## src/rtl/dmem_port_arbiter.sv

```systemverilog
// rtl/dmem_port_arbiter.sv - round-robin data-memory port arbiter for CPU and NIC
module dmem_port_arbiter #(
  parameter int RD_LAT = 1
) (
  input  logic        clk,
  input  logic        reset,
  input  logic        cpu_req,
  input  logic        cpu_we,
  input  logic [0:31] cpu_addr,
  input  logic [0:63] cpu_wdata,
  output logic        cpu_gnt,
  output logic        cpu_rvalid,
  output logic [0:63] cpu_rdata,
  input  logic        nic_req,
  input  logic        nic_we,
  input  logic [0:31] nic_addr,
  input  logic [0:63] nic_wdata,
  output logic        nic_gnt,
  output logic        nic_rvalid,
  output logic [0:63] nic_rdata,
  output logic        memEn,
  output logic        memWrEn,
  output logic [0:31] addr_out,
  output logic [0:63] d_out,
  input  logic [0:63] d_in
);

  // prio: 0 = CPU wins a tie, 1 = NIC wins a tie
  logic        prio;
  logic        any_gnt;
  logic        sel_we;
  logic [0:31] sel_addr;
  logic [0:63] sel_wdata;

  // Read tag riding alongside the command register, then RD_LAT stages
  // so the tag reaches the output in the same cycle as d_in.
  logic              cmd_rd;
  logic              cmd_port;
  logic [RD_LAT-1:0] trk_vld;
  logic [RD_LAT-1:0] trk_port;

  // Combinational arbitration and selection of the granted request
  always_comb begin
    cpu_gnt   = cpu_req & (~nic_req | ~prio);
    nic_gnt   = nic_req & (~cpu_req | prio);
    any_gnt   = cpu_gnt | nic_gnt;
    sel_we    = nic_gnt ? nic_we    : cpu_we;
    sel_addr  = nic_gnt ? nic_addr  : cpu_addr;
    sel_wdata = nic_gnt ? nic_wdata : cpu_wdata;
  end

  // Round-robin pointer: after any grant the other port gets the next tie
  always_ff @(posedge clk) begin
    if (reset) begin
      prio <= 1'b0;
    end else if (any_gnt) begin
      prio <= cpu_gnt;
    end
  end

  // Registered memory command; idle cycles and reads drive zero write data
  always_ff @(posedge clk) begin
    if (reset) begin
      memEn    <= 1'b0;
      memWrEn  <= 1'b0;
      addr_out <= '0;
      d_out    <= '0;
      cmd_rd   <= 1'b0;
      cmd_port <= 1'b0;
    end else begin
      memEn    <= any_gnt;
      memWrEn  <= any_gnt & sel_we;
      addr_out <= any_gnt ? sel_addr : '0;
      d_out    <= (any_gnt & sel_we) ? sel_wdata : '0;
      cmd_rd   <= any_gnt & ~sel_we;
      cmd_port <= nic_gnt;
    end
  end

  // Latency pipeline for outstanding reads; cleared on reset so in-flight reads vanish
  always_ff @(posedge clk) begin
    if (reset) begin
      trk_vld  <= '0;
      trk_port <= '0;
    end else begin
      trk_vld[0]  <= cmd_rd;
      trk_port[0] <= cmd_port;
      for (int i = 1; i < RD_LAT; i++) begin
        trk_vld[i]  <= trk_vld[i-1];
        trk_port[i] <= trk_port[i-1];
      end
    end
  end

  // Return steering: the oldest read tag selects which port sees d_in
  always_comb begin
    cpu_rvalid = trk_vld[RD_LAT-1] & ~trk_port[RD_LAT-1];
    nic_rvalid = trk_vld[RD_LAT-1] &  trk_port[RD_LAT-1];
    cpu_rdata  = d_in;
    nic_rdata  = d_in;
  end

endmodule

```

## config.mk

```make
export PLATFORM = sky130hd
export DESIGN_NAME = dmem_port_arbiter
export DESIGN_NICKNAME = d
export VERILOG_FILES = /design/src/rtl/dmem_port_arbiter.sv
export SDC_FILE = /design/constraint.sdc
export NUM_CORES = 1
export LEC_CHECK = 0
export CAP_MARGIN = 10
export CORE_AREA = 2 2 193 195
export CTS_CLUSTER_SIZE = 14
export DETAILED_ROUTE_END_ITERATION = 7
export DIE_AREA = 0 0 195 197
export MAX_ROUTING_LAYER = met4
export PLACE_DENSITY_LB_ADDON = 0.15
export SLEW_MARGIN = 20
export SYNTH_ARGS = -nofsm -noshare
export SYNTH_HDL_FRONTEND = slang
export SYNTH_SLANG_ARGS = --single-unit
export TNS_END_PERCENT = 50
```

## constraint.sdc

```tcl
create_clock -name clk -period 1.8 [get_ports clk]
set_clock_uncertainty 0.2 [all_clocks]
set_input_delay 0.36 -clock clk [delete_from_list [all_inputs] [get_ports clk]]
set_output_delay 0.36 -clock clk [all_outputs]
set_load 0.03 [all_outputs]
```

==> results.sh <==
export IMPL_status="complete, no violations"
export IMPL_drive_gt1_share_pct=16.9
export IMPL_post_synth_edffs=0
export IMPL_ctsRootBufferMaster="sky130_fd_sc_hd__clkbuf_16"
export IMPL_peakVddDrop_v=0.000458
export IMPL_syn_avg_cell_area_um2=8.84
export IMPL_clock_share_of_power_pct=35.9
export IMPL_fillers=4053
export IMPL_regToRegSetupSlack_ps=110
export IMPL_drt_vias_per_instance=4.03
export IMPL_num_vias=5015
export IMPL_initial_utilization_pct=14.6
export IMPL_synth_async_sr_flop_share_pct=0
export IMPL_synth_top_cell_area_share_pct=39.0
export IMPL_routedWlPerCell_um=21.8
export IMPL_instances_no_fill=1243
export IMPL_finalWorstPathRequiredPeriod_ps=1770
export IMPL_comb_power_share_pct=25.8
export IMPL_grt_start_max_net_pins=70
export IMPL_final_period_utilization_pct=98.2
export IMPL_tritoncts="built"
export IMPL_die_height_um=197
export IMPL_chipWidth_um=195
export IMPL_tightestPinTransition_ps=492
export IMPL_dominantRegCellSynth="sky130_fd_sc_hd__dfxtp_1"
export IMPL_global_route_overflow_total=0
export IMPL_worstSetupEndpoint="cpu_gnt"
export IMPL_first_global_vias=5251
export IMPL_internal_power_w=0.00441
export IMPL_place_port_buffers=299
export IMPL_ys_ff_latch=103
export IMPL_start_kind="flop"
export IMPL_grt_setup_unrepaired="yes"
export IMPL_report_final_setup_viol=0
export IMPL_hold_path_class="reg -> reg"
export IMPL_fp_dieArea_mm2=0.0384
export IMPL_route_final_wire_length_mm=27.0
export IMPL_drt_drc_violations_left=0
export IMPL_setup_worst_path_class="reg -> out"
export IMPL_synth_nets=860
export IMPL_ys_warnings_count=0
export IMPL_setup_tns_ps=0
export IMPL_endpoint_kind="output pin"
export IMPL_synth_sequential_area_ratio_pct=39.0
export IMPL_startpoint="prio$_SDFFE_PP0P_"
export IMPL_mapped_cells=598
export IMPL_synth_lib_cells_used_distinct=23
export IMPL_worst_r2r_path_depth=6
export IMPL_layout_nets=1031
export IMPL_coreArea_mm2=0.0363
export IMPL_worstReg2RegStart="prio$_SDFFE_PP0P_"
export IMPL_net_switching_power_w=0.00193
export IMPL_final_design_area_no_fill_mm2=0.00846
export IMPL_placed_cells=1224
export IMPL_worstPathRequired_ps=1240
export IMPL_synthesis_area_mm2=0.00529
export IMPL_post_layout_total_power_w=0.00634
export IMPL_grt_first_pass_wirelength_mm=37.6
export IMPL_achievable_frequency_ghz=0.566
export IMPL_clk_insertion_delay_late_ps=370
export IMPL_final_hold_viol_count=0
export IMPL_power_frac_seq_pct=38.3
export IMPL_cts_hold_fix_bufs=0
export IMPL_dr_pass1_iters=5
export IMPL_hpwlAfterDp_mm=20.1
export IMPL_area_growth_syn_to_layout_pct=59.9
export IMPL_area_sequential_mm2=0.00207
export IMPL_multi_input_comb_area_mm2=0.00200
export IMPL_worstPathMaxFanout=3
export IMPL_grt_antenna_before_repair=1
export IMPL_post_synth_main_area_contributors="sky130_fd_sc_hd__dfxtp_1 (39%), sky130_fd_sc_hd__buf_4 (18%), sky130_fd_sc_hd__a211oi_2 (12%)"
export IMPL_synth_largest_area_cell="sky130_fd_sc_hd__dfxtp_1"
export IMPL_synth_top_cells_by_count="sky130_fd_sc_hd__buf_4 (130), sky130_fd_sc_hd__dfxtp_1 (103), sky130_fd_sc_hd__nand3_1 (96), sky130_fd_sc_hd__o21ai_0 (96), sky130_fd_sc_hd__a211oi_2 (49)"
export IMPL_drt_first_iter_violations=167
export IMPL_max_slew_margin_pct=67.2
export IMPL_track_usage_pct=14.0
export IMPL_pwr_density_cell_mw_per_mm2=749
export IMPL_fp_row_count=70
export IMPL_crit_arrival_ps=1210
export IMPL_crit_reg2reg_capture="addr_out[4]$_SDFF_PP0_"
export IMPL_most_numerous_cell_in_the_yosys_netlist="sky130_fd_sc_hd__buf_4"
export IMPL_clkSinkCount=103
export IMPL_io_pins=492
export IMPL_antenna_violating_nets_post_route=0
export IMPL_clk_transition_reported_paths_ps=80
export IMPL_cts_htree_levels=3
export IMPL_numCtsBuffers=9
export IMPL_place_area_mm2=0.00821
export IMPL_maxCapViolCount=0
export IMPL_gp_congestion=0.760
export IMPL_power_share_switching_pct=30.4
export IMPL_report_final_slew_viol_count=0
export IMPL_cellLeakagePower_nw=3.27
export IMPL_clk_path_buf_depth=2
==> worst min-delay path by stage <==
| stage | from | cells after the start | end | slack [ps] |
|---|---|---|---|---|
| 6_report | cmd_port$_SDFF_PP0_ | 1 | trk_port$_SDFF_PP0_ | 240 |
| 5_1_grt | nic_req | 3 | prio$_SDFFE_PP0P_ | 270 |
| 4_1_cts | nic_req | 3 | prio$_SDFFE_PP0P_ | 240 |
| 3_5_place_dp | cmd_port$_SDFF_PP0_ | 1 | trk_port$_SDFF_PP0_ | 230 |
| 3_3_place_gp | cmd_port$_SDFF_PP0_ | 1 | trk_port$_SDFF_PP0_ | 230 |
| 2_1_floorplan | cmd_port$_SDFF_PP0_ | 1 | trk_port$_SDFF_PP0_ | 210 |
==> registers in the layout, indices dropped and copies added, names as in the netlist <==
register	count
memWrEn	1
memEn	1
trk_port	1
addr_out	32
cmd_rd	1
d_out	64
prio	1
trk_vld	1
cmd_port	1
==> cells in the final DEF, fill, tap and decap left out <==
master and instances:
sky130_fd_sc_hd__nor2b_1 3, sky130_fd_sc_hd__o21ai_0 96, sky130_fd_sc_hd__a21oi_1 33, sky130_fd_sc_hd__clkbuf_1 1, sky130_fd_sc_hd__dfxtp_4 1, sky130_fd_sc_hd__diode_2 1, sky130_fd_sc_hd__nand2_4 1, sky130_fd_sc_hd__a211oi_1 16
sky130_fd_sc_hd__and2_1 1, sky130_fd_sc_hd__a211oi_2 49, sky130_fd_sc_hd__inv_2 2, sky130_fd_sc_hd__a21boi_4 1, sky130_fd_sc_hd__dlygate4sd2_1 97, sky130_fd_sc_hd__buf_6 1, sky130_fd_sc_hd__nand3_1 96, sky130_fd_sc_hd__a32oi_4 1
sky130_fd_sc_hd__clkinvlp_4 2, sky130_fd_sc_hd__and2b_4 1, sky130_fd_sc_hd__clkdlybuf4s15_2 1, sky130_fd_sc_hd__bufinv_16 2, sky130_fd_sc_hd__buf_4 36, sky130_fd_sc_hd__nor2_1 3, sky130_fd_sc_hd__buf_12 19, sky130_fd_sc_hd__clkinv_4 1
sky130_fd_sc_hd__inv_1 1, sky130_fd_sc_hd__o21bai_4 1, sky130_fd_sc_hd__nand2b_4 1, sky130_fd_sc_hd__clkdlybuf4s50_1 194, sky130_fd_sc_hd__dfxtp_1 102, sky130_fd_sc_hd__inv_6 1, sky130_fd_sc_hd__a31o_2 1, sky130_fd_sc_hd__clkbuf_16 9
==> cell type report <==
class | count | share of cell area [%]
Clock inverter | 6 | 1.09
Timing Repair Buffer | 348 | 41.0
Tap cell | 468 | 6.93
Inverter | 3 | 0.133
Clock buffer | 10 | 2.71
Multi-Input combinational cell | 304 | 23.7
Sequential cell | 103 | 24.4
Antenna cell | 1 | 0.0296
==> layer usage <==
| metal | share of wire [%] | track usage, % | vias to the layer above |
|---|---|---|---|
| met1 | 37 | 14.5 | 2341 |
| met4 | 2.5 | 5.82 | 0 |
| met3 | 9.6 | 5.66 | 45 |
| met5 | 0 | - | - |
| li1 | - | - | 2320 |
| met2 | 50 | 23.7 | 309 |
==> stage by stage <==
| step | utilization, % | hold slack (ps) | setup slack, ps |
|---|---|---|---|
| final | 23.3 | 243 | 32.2 |
| after global routing | 23.3 | 272 | -25.3 |
| after CTS | 23.3 | 239 | -76.6 |
| after detailed placement | 22.6 | 231 | -538 |
| after global placement | 22.6 | 228 | -495 |
| after floorplan | - | 214 | 39.1 |
==> power by group through the flow <==
stage / Combinational (W) / Sequential [W] / Clock, W
after detailed placement: 0.00173 / 0.00249 / 0
after global placement: 0.00174 / 0.00249 / 0
final: 0.00164 / 0.00242 / 0.00228
after floorplan: 0.00102 / 0.00271 / 0
after CTS: 0.00167 / 0.00243 / 0.00244
after global routing: 0.00175 / 0.00244 / 0.00250
==> repair_timing <==
item	CTS	global route
pin swaps	0	1
endpoints found under the setup margin	164	1
gates resized for setup	107	1
buffers inserted	4	0
==> logic make-up (layout without fill, tap and decap cells) <==
group | count (synthesis) | after routing | share of synthesized area (%)
AO/OA/AOI/OAI | 198 | 198 | 26.8
other | 0 | 1 | 0
AND/OR/NAND/NOR | 106 | 106 | 10.1
buffers and inverters | 191 | 367 | 24.1
flip-flops | 103 | 103 | 39.0
==> critical path, stage by stage (launching register included) <==
cell,delay (ps)
sky130_fd_sc_hd__dfxtp_4,350
sky130_fd_sc_hd__buf_6,110
sky130_fd_sc_hd__a21boi_4,220
sky130_fd_sc_hd__buf_12,150
(Power assumes the default switching activity.)
